--- src/rtl/fetch_stage_if.sv ---
// Instruction-memory bus between the fetch stage (master) and the instruction memory (slave).
interface fetch_stage_if #(
    parameter int IMEM_ADDR_W = 12
);
    logic [IMEM_ADDR_W-1:0] address_imem;
    logic [31:0]            q_imem;

    modport master (output address_imem, input  q_imem);
    modport slave  (input  address_imem, output q_imem);
endinterface

--- src/rtl/fetch_stage.sv ---
// Fetch stage: program counter, instruction-memory addressing and the F/D pipeline latch.
// Optional saturating perf counters are built only when FETCH_PERF_COUNTERS_EN is defined.
module fetch_stage #(
    parameter logic [31:0] RESET_PC    = 32'd0,
    parameter int          IMEM_ADDR_W = 12,
    parameter logic [31:0] NOP_INSN    = 32'd0
) (
    input  logic                clock,
    input  logic                reset,
    fetch_stage_if.master       imem,
    input  logic                stall,
    input  logic                redirect,
    input  logic [31:0]         redirect_pc,
    output logic [31:0]         pc_out,
    output logic [31:0]         fd_insn,
    output logic [31:0]         fd_pc,
    output logic                fd_valid,
    output logic [31:0]         fetch_count,
    output logic [31:0]         stall_count,
    output logic [31:0]         flush_count
);

    logic [31:0] pc_q, pc_d;
    logic [31:0] fd_insn_q, fd_insn_d;
    logic [31:0] fd_pc_q, fd_pc_d;
    logic        fd_valid_q, fd_valid_d;
    logic        advance;

    assign advance = !redirect && !stall;

    // Priority: redirect flushes the latch, then stall holds, otherwise advance.
    always_comb begin
        pc_d       = pc_q;
        fd_insn_d  = fd_insn_q;
        fd_pc_d    = fd_pc_q;
        fd_valid_d = fd_valid_q;
        if (redirect) begin
            pc_d       = redirect_pc;
            fd_insn_d  = NOP_INSN;
            fd_pc_d    = '0;
            fd_valid_d = 1'b0;
        end else if (!stall) begin
            pc_d       = pc_q + 32'd1;
            fd_insn_d  = imem.q_imem;
            fd_pc_d    = pc_q + 32'd1;
            fd_valid_d = 1'b1;
        end
    end

    always_ff @(posedge clock or negedge reset) begin
        if (!reset) begin
            pc_q       <= RESET_PC;
            fd_insn_q  <= NOP_INSN;
            fd_pc_q    <= '0;
            fd_valid_q <= 1'b0;
        end else begin
            pc_q       <= pc_d;
            fd_insn_q  <= fd_insn_d;
            fd_pc_q    <= fd_pc_d;
            fd_valid_q <= fd_valid_d;
        end
    end

    assign imem.address_imem = pc_q[IMEM_ADDR_W-1:0];
    assign pc_out            = pc_q;
    assign fd_insn           = fd_insn_q;
    assign fd_pc             = fd_pc_q;
    assign fd_valid          = fd_valid_q;

`ifdef FETCH_PERF_COUNTERS_EN
    logic [31:0] fetch_count_q, fetch_count_d;
    logic [31:0] stall_count_q, stall_count_d;
    logic [31:0] flush_count_q, flush_count_d;

    // Each counter stops at all-ones rather than wrapping.
    always_comb begin
        fetch_count_d = fetch_count_q;
        stall_count_d = stall_count_q;
        flush_count_d = flush_count_q;
        if (advance && fetch_count_q != '1)
            fetch_count_d = fetch_count_q + 32'd1;
        if (!redirect && stall && stall_count_q != '1)
            stall_count_d = stall_count_q + 32'd1;
        if (redirect && flush_count_q != '1)
            flush_count_d = flush_count_q + 32'd1;
    end

    always_ff @(posedge clock or negedge reset) begin
        if (!reset) begin
            fetch_count_q <= '0;
            stall_count_q <= '0;
            flush_count_q <= '0;
        end else begin
            fetch_count_q <= fetch_count_d;
            stall_count_q <= stall_count_d;
            flush_count_q <= flush_count_d;
        end
    end

    assign fetch_count = fetch_count_q;
    assign stall_count = stall_count_q;
    assign flush_count = flush_count_q;
`else
    logic unused_advance;
    assign unused_advance = advance;
    assign fetch_count    = '0;
    assign stall_count    = '0;
    assign flush_count    = '0;
`endif

endmodule
--- src/flat_wrapper.sv ---
// flat-port wrapper written by rule: the top's interface ports become plain ports
module fetch_stage_flat 
#(
    parameter logic [31:0] RESET_PC    = 32'd0,
    parameter int          IMEM_ADDR_W = 12,
    parameter logic [31:0] NOP_INSN    = 32'd0
)
  (clock, reset, stall, redirect, redirect_pc, pc_out, fd_insn, fd_pc, fd_valid, fetch_count, stall_count, flush_count, imem_address_imem, imem_q_imem);
  fetch_stage_if #(.IMEM_ADDR_W(IMEM_ADDR_W)) imem_i ();
  input  logic clock;
  input  logic reset;
  input  logic stall;
  input  logic redirect;
  input  logic [31:0] redirect_pc;
  output logic [31:0] pc_out;
  output logic [31:0] fd_insn;
  output logic [31:0] fd_pc;
  output logic fd_valid;
  output logic [31:0] fetch_count;
  output logic [31:0] stall_count;
  output logic [31:0] flush_count;
  output wire logic [$bits(imem_i.address_imem)-1:0] imem_address_imem;
  input wire logic [$bits(imem_i.q_imem)-1:0] imem_q_imem;
  assign imem_address_imem = imem_i.address_imem;
  assign imem_i.q_imem = imem_q_imem;
  fetch_stage #(.RESET_PC(RESET_PC), .IMEM_ADDR_W(IMEM_ADDR_W), .NOP_INSN(NOP_INSN)) u_core (.clock(clock), .reset(reset), .imem(imem_i), .stall(stall), .redirect(redirect), .redirect_pc(redirect_pc), .pc_out(pc_out), .fd_insn(fd_insn), .fd_pc(fd_pc), .fd_valid(fd_valid), .fetch_count(fetch_count), .stall_count(stall_count), .flush_count(flush_count));
endmodule
--- config.mk ---
export PLATFORM = sky130hd
export DESIGN_NAME = fetch_stage_flat
export DESIGN_NICKNAME = d
export VERILOG_FILES = /design/src/rtl/fetch_stage_if.sv /design/src/rtl/fetch_stage.sv /design/src/flat_wrapper.sv
export SDC_FILE = /design/constraint.sdc
export NUM_CORES = 1
export LEC_CHECK = 0
export ABC_CLOCK_PERIOD_IN_PS = 2500
export BUFFER_PORTS_ARGS = -buffer_cell sky130_fd_sc_hd__buf_2
export CAP_MARGIN = 10
export CORE_MARGIN = 4
export CORE_UTILIZATION = 35
export CTS_CLUSTER_SIZE = 25
export DETAILED_ROUTE_END_ITERATION = 10
export GPL_TIMING_DRIVEN = 0
export PLACE_DENSITY = 0.72
export SLEW_MARGIN = 5
export SYNTH_ARGS = -nofsm -noshare
export SYNTH_HDL_FRONTEND = slang
export SYNTH_SLANG_ARGS = --single-unit
--- constraint.sdc ---
create_clock -name clock -period 2.5 [get_ports clock]
set_clock_uncertainty 0.15 [all_clocks]
set_input_delay 0.5 -clock clock [delete_from_list [all_inputs] [get_ports clock]]
set_output_delay 0.5 -clock clock [all_outputs]
set_load 0.02 [all_outputs]
# ---- Word level (Yosys, flattened, before mapping)
# Index checks and enable logic that the tools add are counted.
dict set report word_totals {
  reg_bits 97
  input_bits 68
  out_inout_bits 205
  elab_cells 13
}
dict set report classes {
  n_addsub 1
  eq_ne 1
  n_mux 7
}
# operator count
set ops {}
lappend ops {{32-bit 2-to-1 mux} 5}
lappend ops {{32-bit by 1-bit adder with 32-bit output (second input constant)} 1}
lappend ops {{1-bit 2-to-1 mux} 2}
lappend ops {{2-bit by 1-bit != test with 1-bit output (second input constant)} 1}

# ---- Logic depth before layout (Yosys ltp)
# Gate-level depths: netlist (run 1).
dict set report logic_depth {
  word_depth 3
  depth_mapped 6
  depth_no_buf 5
}

# ---- Worst setup path after synthesis (run 1)
# Ideal clock, no wire load.
dict set report synth_path {
  kind {reg-to-reg}
  startpoint {register u_core.pc_q[0] (netlist: u_core.pc_out[0])}
  endpoint {register u_core.fd_pc_q[24] (netlist: u_core.fd_pc[24])}
  setup_ps 99
  arrival_time_ps 2132
  required_time_ps 2251
  setup_slack_ps 118
  path_stages_with_launch 6
  path_buffers 0
  period_less_slack_ps 2382
  path_cell_list {dfrtp_1 > ha_1 > nand4_1 > or4_1 > or3_1 > a311oi_1}
}
dict set report synth_via {
  elab_chain_len 3
}
# element line_no
set synth_rtl {}
lappend synth_rtl {{from (decl)} fetch_stage.sv:23} ;# logic [31:0] pc_q, pc_d;
lappend synth_rtl {{from (signal assigned)} fetch_stage.sv:57} ;# pc_q <= pc_d;
lappend synth_rtl {{32-bit by 1-bit adder with 32-bit output} fetch_stage.sv:45} ;# fd_pc_d = pc_q + 32'd1;
lappend synth_rtl {{32-bit 2-to-1 mux} fetch_stage.sv:42} ;# end else if (!stall) begin
lappend synth_rtl {{32-bit 2-to-1 mux} fetch_stage.sv:37} ;# if (redirect) begin
lappend synth_rtl {{to (signal assigned)} fetch_stage.sv:59} ;# fd_pc_q <= fd_pc_d;
lappend synth_rtl {{to (decl)} fetch_stage.sv:25} ;# logic [31:0] fd_pc_q, fd_pc_d;
# No other way between the ends. The select of a mux whose other input is x is not followed.
# A chain may end at the register's enable or synchronous reset.

# ---- Worst setup path in the final report (run 1)
dict set report layout_path {
  startpoint {register u_core.pc_q[11] (netlist: u_core.pc_out[11])}
  endpoint {register u_core.fd_pc_q[25] (netlist: u_core.fd_pc[25])}
}
# The elaborated chain is that of the path after synthesis.

==> results of run 1 <==
-- what timing repair did --
item	CTS	global route
gates resized for setup	4	8
hold buffers	1	0
pin swaps	1	3
hold endpoints to repair	33	0
buffers inserted	3	3
endpoints found under the setup margin	7	15
-- flip-flops by register name, indices dropped and copies added (netlist names) --
| register | cells |
|---|---|
| u_core.pc_out | 32 |
| u_core.fd_pc | 32 |
| u_core.fd_insn | 32 |
| u_core.fd_valid | 1 |
-- power breakdown --
part | internal [mW] | switching (mW)
registers | 1.69 | 0.118
clock network | 0.810 | 0.639
logic | 0.433 | 0.718
-- metrics by stage --
stage / setup WS (ps) / setup TNS [ps] / hold slack, ps
final: 83.4 / 0 / 202
after global routing: 2.36 / 0 / 203
after CTS: 15.5 / 0 / 191
after detailed placement: -155 / -2230 / 313
after global placement: -299 / -30260 / 313
after floorplan: 118 / 0 / 54.4
-- worst paths after layout --
kind | start | endpoint | slack, ps | cells after the start
max in group asynchronous | reset | u_core.pc_out[21]$_DFFE_PN0P_ | 1020 | 3
worst max register to register | u_core.pc_out[11]$_DFFE_PN0P_ | u_core.fd_pc[25]$_DFFE_PN0P_ | 80 | 6
worst min-delay path | redirect_pc[15] | u_core.pc_out[15]$_DFFE_PN0P_ | 200 | 3
worst max-delay path | u_core.pc_out[11]$_DFFE_PN0P_ | u_core.fd_pc[25]$_DFFE_PN0P_ | 80 | 6
worst min register to register | u_core.fd_valid$_DFFE_PN0P_ | u_core.fd_valid$_DFFE_PN0P_ | 320 | 1
min in group asynchronous | reset | u_core.fd_insn[28]$_DFFE_PN0P_ | 480 | 2
-- synthesized netlist by cell type, types with 2 or more instances --
| cell type | instances |
|---|---|
| or2_2 | 3 |
| or4_1 | 11 |
| o21ai_0 | 33 |
| o21a_1 | 2 |
| a31o_2 | 4 |
| a21oi_1 | 9 |
| nor4_1 | 14 |
| dfrtp_1 | 97 |
| buf_2 | 10 |
| a211oi_1 | 13 |
| xnor2_1 | 23 |
| clkbuf_1 | 33 |
| buf_4 | 109 |
| nor2b_1 | 2 |
| inv_1 | 11 |
| a221oi_1 | 4 |
| a311oi_1 | 7 |
| nor3_1 | 12 |
| nand2_1 | 42 |
| a31oi_1 | 13 |
| o31a_1 | 2 |
| nor2_1 | 83 |
| buf_1 | 2 |
| mux2i_1 | 32 |
| o31ai_1 | 5 |
| and4_1 | 7 |
| xor2_1 | 7 |
| nand4_1 | 17 |
| nand3_1 | 15 |
| or3_1 | 14 |
| nand4_2 | 2 |
-- cell type report --
type | count | area, sq um
fillers | 1631 | 8680
multi-input cells | 484 | 2770
flip-flops and latches | 97 | 2430
plain buffers | 152 | 1000
repair buffers | 182 | 956
well taps | 220 | 275
clock buffers | 11 | 243
clock inverters | 5 | 62.6
inverters | 11 | 41.3
-- metal layers --
metal | up-vias | track usage (%) | part of all wire, % | wire [um]
li1 | 2649 | - | - | -
met1 | 2573 | 24.3 | 41 | 7580
met2 | 264 | 31.5 | 49 | 8990
met3 | 30 | 4.42 | 8.2 | 1530
met4 | 0 | 7.32 | 2.2 | 406
met5 | - | 0 | 0 | 0
-- worst register-to-register path: cells and delay by family (launching register included) --
family | cells | cell delay (ps)
compound gates | 1 | 280
buf+inv | 2 | 420
flops | 1 | 370
simple gates | 3 | 1100
-- cells by family after synthesis --
family                     Yosys count  synth area share, %
AOI/OAI and AO/OA                   99                 11.1
xor gates and xnor gates            30                 4.49
adders and majority gates            1                0.214
buffers and inverters              166                 17.9
DFF                                 97                 41.5
muxes                               32                 5.47
other                                1               0.0640
and+or+nand+nor                    226                 19.3
==> flow_metrics.py, run 1 <==
metrics = {
    "job": {
        "maxCapViolCount": 0,
    },
    "die": {
        "die_x_um": 137,
        "pin_count": 273,
        "start_util_pct": 35.6,
        "row_count": 47,
        "core_area_sq_um": 16500,
        "die_area_sq_um": 18900,
        "chipHeight_um": 137,
    },
    "setup_path": {
        "crit_required_ps": 2600,
        "cp-end-kind": "flip-flop",
        "path_delay_family": "simple AND/OR/NAND/NOR gates",
        "path_buf_inv": 2,
        "crit_fanout": 10,
        "cp_common_cell": "buf_2",
        "cp.arrival_ps": 2510,
        "crit_chain": "buf_2, nand4_4, or4_1, buf_2, or3_1, a311oi_1",
        "criticalPathCategory": "flip-flop to flip-flop",
        "cp-start-kind": "flip-flop",
        "cp_slowest_stage_delay_ps": 530,
        "critPathSlowestCell": "or4_1",
    },
    "clocking": {
        "cts_buffer_depth": 2,
        "clock-sinks": 97,
        "clk_latency_ps": 350,
        "path_clk_slew_ps": 70,
        "root_buffer": "clkbuf_16",
        "cts_inserted_buffers": 9,
        "cts_tree": "built",
        "h-tree-depth": 3,
    },
    "synth": {
        "synth.avg_cell_area_sq_um": 8.98,
        "synth_edf_count": 0,
        "yosys.area.top_type": "dfrtp_1",
        "synth_cells": 652,
        "ys_top_cells_by_area": "dfrtp_1 (41%), buf_4 (14%), mux2i_1 (5.5%)",
        "yosys_warnings": 0,
        "synth_top_area_share_pct": 41.5,
        "postSynth.asyncResetShare_pct": 100,
        "synth_ff_type": "dfrtp_1",
        "synth-seq-cells": 97,
        "syn_area_sq_um": 5860,
        "synth_seq_area_share_pct": 41.5,
        "synth_cell_types": 45,
    },
    "timing": {
        "tightest_slew_ps": 806,
        "relSlewSlack_pct": 46.3,
        "fin_crit_ps": 2420,
        "grt_setup_unrepaired": "no",
        "max_freq_mhz": 414,
        "final.period_utilization_pct": 96.7,
        "hold_viol_final": 0,
        "setup_violations": 0,
        "slew_violations": 0,
    },
    "detailed_routing": {
        "drt-initial-drc-count": 424,
        "drcViolationCount": 0,
        "via_per_inst": 4.75,
        "post_drt_wl_per_cell_um": 15.9,
        "routed_wl_mm": 18.5,
        "dr.pass1.iters": 5,
        "ant_nets": 0,
        "via_count": 5516,
    },
    "finish": {
        "synthToLayoutAreaGrowth_pct": 32.9,
        "drive_above_1_share_pct": 35.2,
        "final_nets": 1006,
        "fin_cells": 1162,
        "final_cell_mix": "buf_2 (181), buf_4 (116), conb_1 (96), dfrtp_1 (95), nor2_1 (83)",
        "final_core_util_pct": 47.3,
        "final_common_cell": "buf_2",
        "n_antenna_cell": 0,
        "fin_area_sq_um": 7780,
    },
    "power": {
        "p_per_area_nw_per_um2": 566,
        "p_leak_nw": 3.92,
        "finalPower_mw": 4.40,
        "max-vdd-ir-drop_mv": 0.350,
    },
    "global_routing": {
        "grt_overflow": 0,
        "antenna_found_initial": 0,
        "grt_pass1_wl_mm": 27.9,
        "grt_start_max_net_pins": 65,
        "grt_pass1_vias": 5212,
        "grt_usage_pct": 19.1,
    },
    "placed_design": {
        "place_area_sq_um": 7390,
        "dpl.cell_count": 1142,
        "gp_congestion": 0.889,
        "post-dp-hpwl_mm": 14.2,
        "io_buffers": 174,
    },
    "worst_hold_path": {
        "worstHoldPathType": "primary input to flip-flop",
    },
    "run_status": {
        "status": "finished clean",
    },
}
(Power assumes the default switching activity.)
==> run 2, diff against run 1 <==
CELL_PAD_IN_SITES_DETAIL_PLACEMENT = 0   (was not set)
CELL_PAD_IN_SITES_GLOBAL_PLACEMENT = 1   (was not set)
CORE_UTILIZATION = 34   (was 35)
PLACE_DENSITY = 0.9   (was 0.72)
==> run 2 against run 1 <==
Effect of this change:
- hold slack worse by 1.0 ps
- combinational power is essentially flat
- critical path depth stayed put
- core utilization shrank 0.77 points
- power fell by 2.2%
- highest routed layer is now met5
- setup slack better by 15 ps
- flip-flop and latch count stayed put
- clock power fell by 6%
- critical path type unchanged
- cell area decreased by 0.22%
- wire length grew 1.3%
==> flow_metrics.py, run 2 (synthesis gave the netlist of run 1 again) <==
metrics = {
    "die": {
        "die_area_sq_um": 19400,
        "chipHeight_um": 139,
        "core_area_sq_um": 16700,
        "start_util_pct": 35.1,
        "pin_count": 273,
        "die_x_um": 139,
        "row_count": 47,
    },
    "detailed_routing": {
        "ant_nets": 0,
        "via_per_inst": 4.70,
        "via_count": 5473,
        "routed_wl_mm": 18.8,
        "drt-initial-drc-count": 361,
        "drcViolationCount": 0,
        "dr.pass1.iters": 5,
        "post_drt_wl_per_cell_um": 16.1,
    },
    "finish": {
        "final_common_cell": "buf_2",
        "drive_above_1_share_pct": 35.3,
        "n_antenna_cell": 0,
        "final_core_util_pct": 46.5,
        "final_cell_mix": "buf_2 (183), buf_4 (118), conb_1 (96), dfrtp_1 (95), nor2_1 (83)",
        "final_nets": 1009,
        "synthToLayoutAreaGrowth_pct": 32.6,
    },
    "worst_hold_path": {
        "worstHoldPathType": "primary input to flip-flop",
        "hold_path_depth": 3,
    },
    "setup_path": {
        "cp-start-kind": "flip-flop",
        "cp-end-kind": "flip-flop",
        "crit_required_ps": 2630,
        "rrSetupSlack_ps": 100,
        "crit_fanout": 8,
        "r2r_cells": 6,
        "cp.arrival_ps": 2530,
        "criticalPathCategory": "flip-flop to flip-flop",
    },
    "timing": {
        "hold_viol_final": 0,
        "fin_crit_ps": 2400,
        "slew_violations": 0,
        "final.period_utilization_pct": 96.1,
        "setup_violations": 0,
        "hold_slack_ps": 201,
        "tightest_slew_ps": 788,
        "finalWorstSetupSlack_ps": 98.5,
        "max_freq_mhz": 416,
        "relSlewSlack_pct": 47.5,
    },
    "global_routing": {
        "grt_usage_pct": 18.9,
        "grt_pass1_wl_mm": 29.3,
        "grt_pass1_vias": 5440,
        "antenna_found_initial": 1,
        "grt_start_max_net_pins": 60,
        "grt_overflow": 0,
    },
    "clocking": {
        "root_buffer": "clkbuf_16",
        "h-tree-depth": 3,
        "clock-sinks": 97,
        "path_clk_slew_ps": 70,
        "clk_latency_ps": 350,
        "cts_inserted_buffers": 9,
        "cts_tree": "built",
        "cts_buffer_depth": 2,
    },
    "run_status": {
        "status": "finished clean",
    },
    "power": {
        "max-vdd-ir-drop_mv": 0.318,
        "finalPower_mw": 4.31,
        "p_leak_nw": 3.92,
        "p_per_area_nw_per_um2": 555,
    },
    "job": {
        "maxCapViolCount": 0,
    },
    "placed_design": {
        "dpl_worst_slack_ps": -173,
        "post-dp-hpwl_mm": 14.5,
        "io_buffers": 174,
        "gp_congestion": 0.935,
    },
}
## run 2: cell count changes in the layout (fill, tap and decap cells not counted), sizes merged
cell and change:
buf +4, bufinv -1, clkbuf -1, clkinvlp +1
## run 2: timing repair
| item | in CTS | in global routing |
|---|---|---|
| setup endpoints to repair | 3 | 20 |
| hold endpoints to repair | 38 | 0 |
| gates resized for setup | 3 | 6 |
| hold buffers | 1 | 0 |
| buffers inserted | 0 | 8 |
| pin swaps | 0 | 1 |
## run 2: metrics by stage
stage	setup TNS (ps)	cell area (sq um)	std cells
2_1_floorplan	0	6210	747
3_3_place_gp	-30930	7360	1141
3_5_place_dp	-5060	7390	1142
4_1_cts	0	7690	1159
5_1_grt	-20.3	7760	1165
6_report	0	7760	1165
## run 2: critical path: stages, from the launching register on
cell and delay (ps):
dfrtp_1 370, buf_2 210, nand4_1 280, or4_1 540
clkbuf_1 220, or3_1 390, a31oi_1 160
## run 2: power by group
part	internal, mW	switching, mW
Clock	0.709	0.648
Sequential	1.69	0.114
Combinational	0.433	0.717
Total	2.83	1.48
## run 2: path summary, 6_finish.rpt
path                                               from                            end
max in group asynchronous                         reset  u_core.fd_insn[7]$_DFFE_PN0P_
max reg2reg                u_core.pc_out[2]$_DFFE_PN0P_  u_core.pc_out[21]$_DFFE_PN0P_
min reg2reg                 u_core.fd_valid$_DFFE_PN0P_    u_core.fd_valid$_DFFE_PN0P_
min in group asynchronous                         reset    u_core.fd_pc[9]$_DFFE_PN0P_
min                                      redirect_pc[9]   u_core.pc_out[9]$_DFFE_PN0P_
max                        u_core.pc_out[2]$_DFFE_PN0P_  u_core.pc_out[21]$_DFFE_PN0P_
## run 2: area by class of cell
type                            instances  area, sq um
Buffer                                153         1000
Timing Repair Buffer                  184          971
Sequential cell                        97         2430
Multi-Input combinational cell        484         2770
Clock buffer                           11          243
Fill cell                            1674         8940
Tap cell                              220          275
Inverter                               11         41.3
Clock inverter                          5         40.0
## run 2: layer usage
metal,track usage [%],vias to the layer above,share of wire (%)
met5,0,-,0.075
met4,5.15,2,1.6
met3,6.38,26,9.0
met2,31.7,244,48
met1,23.4,2540,41
li1,-,2661,-
==> run 3, diff against run 2 <==
RECOVER_POWER = 100   (was not set)
==> run 3 against run 2 <==
Effect of this change:
- sequential share of layout area up 0.63 points
- non-clock buffer count stayed put
- core utilization down 0.92 points
- maximum frequency is 0.18% higher
- power is 0.87% lower
- sequential power barely moved
- largest cell class unchanged
- largest power group unchanged
==> flow_metrics.py, run 3 (synthesis gave the netlist of run 1 again) <==
metrics = {
    "clocking": {
        "clock-sinks": 97,
        "path_clk_slew_ps": 70,
        "cts_tree": "built",
        "clk_latency_ps": 360,
        "cts_buffer_depth": 2,
        "cts_inserted_buffers": 9,
        "root_buffer": "clkbuf_16",
        "h-tree-depth": 3,
    },
    "timing": {
        "hold_viol_final": 0,
        "setup_violations": 0,
        "final.period_utilization_pct": 95.9,
        "finalWorstSetupSlack_ps": 103,
        "tightest_slew_ps": 996,
        "max_freq_mhz": 417,
        "slew_violations": 0,
        "fin_crit_ps": 2400,
        "relSlewSlack_pct": 33.6,
    },
    "finish": {
        "n_antenna_cell": 0,
        "final_nets": 1009,
        "synthToLayoutAreaGrowth_pct": 30.0,
        "final_common_cell": "clkbuf_1",
        "fill_cells": 1717,
        "fin_area_sq_um": 7610,
        "final_cell_mix": "clkbuf_1 (138), buf_4 (114), conb_1 (96), dfrtp_1 (95), nor2_1 (83)",
        "fin_cells": 1165,
        "drive_above_1_share_pct": 24.1,
    },
    "power": {
        "seqPwrFrac_pct": 42.3,
        "max-vdd-ir-drop_mv": 0.323,
        "switching_share_pct": 34.7,
        "internal-power_mw": 2.79,
        "p_per_area_nw_per_um2": 561,
        "p_clk_share_pct": 31.8,
        "p_switching_mw": 1.48,
        "p_comb_share_pct": 26.0,
        "p_leak_nw": 3.54,
    },
    "detailed_routing": {
        "routed_wl_mm": 18.8,
        "via_per_inst": 4.71,
        "drcViolationCount": 0,
        "drt-initial-drc-count": 356,
        "post_drt_wl_per_cell_um": 16.1,
        "dr.pass1.iters": 5,
        "ant_nets": 0,
        "via_count": 5485,
    },
    "global_routing": {
        "grt_overflow": 0,
        "antenna_found_initial": 1,
        "grt_pass1_wl_mm": 29.3,
        "grt_start_max_net_pins": 60,
        "grt_usage_pct": 18.9,
        "grt_pass1_vias": 5440,
    },
    "setup_path": {
        "cp.arrival_ps": 2520,
        "crit_fanout": 8,
        "cp-start-kind": "flip-flop",
        "rrSetupSlack_ps": 100,
        "crit_required_ps": 2630,
        "cp-end-kind": "flip-flop",
        "r2r_end": "u_core.pc_out[21]$_DFFE_PN0P_",
        "criticalPathCategory": "flip-flop to flip-flop",
        "r2r_start": "u_core.pc_out[2]$_DFFE_PN0P_",
        "r2r_cells": 6,
    },
    "worst_hold_path": {
        "worstHoldPathType": "primary input to flip-flop",
        "hold_path_depth": 3,
        "hold_end": "u_core.pc_out[9]$_DFFE_PN0P_",
        "min_from": "redirect_pc[9]",
    },
    "die": {
        "start_util_pct": 35.1,
        "chipHeight_um": 139,
        "die_area_sq_um": 19400,
        "core_area_sq_um": 16700,
        "row_count": 47,
        "pin_count": 273,
        "die_x_um": 139,
    },
    "placed_design": {
        "io_buffers": 174,
        "dpl.cell_count": 1142,
        "place_area_sq_um": 7390,
        "post-dp-hpwl_mm": 14.5,
        "dpl_worst_slack_ps": -173,
        "gp_congestion": 0.935,
    },
    "job": {
        "maxCapViolCount": 0,
    },
    "run_status": {
        "status": "finished clean",
    },
}
[run 3: cell count changes in the layout (fill, tap and decap cells not counted), sizes merged]
cell,delta
buf,-109
clkbuf,+109
[run 3: metal layers]
| layer | GRT usage [%] | vias up | part of all wire [%] |
|---|---|---|---|
| li1 | - | 2660 | - |
| met1 | 23.4 | 2542 | 41 |
| met2 | 31.7 | 255 | 48 |
| met3 | 6.38 | 26 | 9.3 |
| met4 | 5.15 | 2 | 1.6 |
| met5 | 0 | - | 0.075 |
[run 3: critical path: stages (launching register included)]
cell,delay (ps)
dfrtp_1,380
buf_2,210
nand4_1,270
or4_1,530
clkbuf_1,220
or3_1,390
a31oi_1,160
[run 3: final cells by class]
type / instances / area [sq um] / share of cell area [%]
Inverter: 11 / 41.3 / 0.542
Tap cell: 220 / 275 / 3.62
Timing Repair Buffer: 184 / 817 / 10.7
Buffer: 153 / 1000 / 13.1
Clock inverter: 5 / 40.0 / 0.526
Multi-Input combinational cell: 484 / 2770 / 36.3
Sequential cell: 97 / 2430 / 31.9
Clock buffer: 11 / 243 / 3.19
[run 3: power groups by stage]
stage / clock network [mW] / registers, mW / logic [mW]
3_5_place_dp: 0 / 1.83 / 1.14
5_1_grt: 1.44 / 1.82 / 1.22
3_3_place_gp: 0 / 1.83 / 1.12
6_report: 1.36 / 1.80 / 1.11
2_1_floorplan: 0 / 1.95 / 0.633
4_1_cts: 1.39 / 1.80 / 1.14
[run 3: repair_timing]
| item | 4_1_cts | 5_1_grt |
|---|---|---|
| endpoints found under the setup margin | 3 | 20 |
| hold buffers | 1 | 0 |
| endpoints found under the hold margin | 38 | 0 |
| pin swaps | 0 | 1 |
| setup buffers | 0 | 8 |
| resized for setup | 3 | 6 |
[run 3: how the worst max path moves through the flow]
stage	start	endpoint	slack, ps	depth (start not counted)
global route	u_core.pc_out[1]$_DFFE_PN0P_	u_core.fd_pc[24]$_DFFE_PN0P_	-20	5
detailed placement	stall	u_core.fd_pc[19]$_DFFE_PN0P_	-170	5
finish	u_core.pc_out[2]$_DFFE_PN0P_	u_core.pc_out[21]$_DFFE_PN0P_	100	6
global placement	reset	u_core.fd_insn[19]$_DFFE_PN0P_	-280	1
CTS	u_core.pc_out[10]$_DFFE_PN0P_	u_core.pc_out[21]$_DFFE_PN0P_	1	6
floorplan	u_core.pc_out[0]$_DFFE_PN0P_	u_core.fd_pc[24]$_DFFE_PN0P_	120	5
[run 3: stage by stage]
stage	hold slack [ps]	total power [mW]	setup TNS, ps	util (%)
after floorplan	54.4	2.59	0	-
after global placement	314	2.95	-30930	44.1
after detailed placement	318	2.96	-5060	44.2
after CTS	192	4.33	0	46.0
after global routing	195	4.48	-20.3	45.6
final	196	4.27	0	45.6
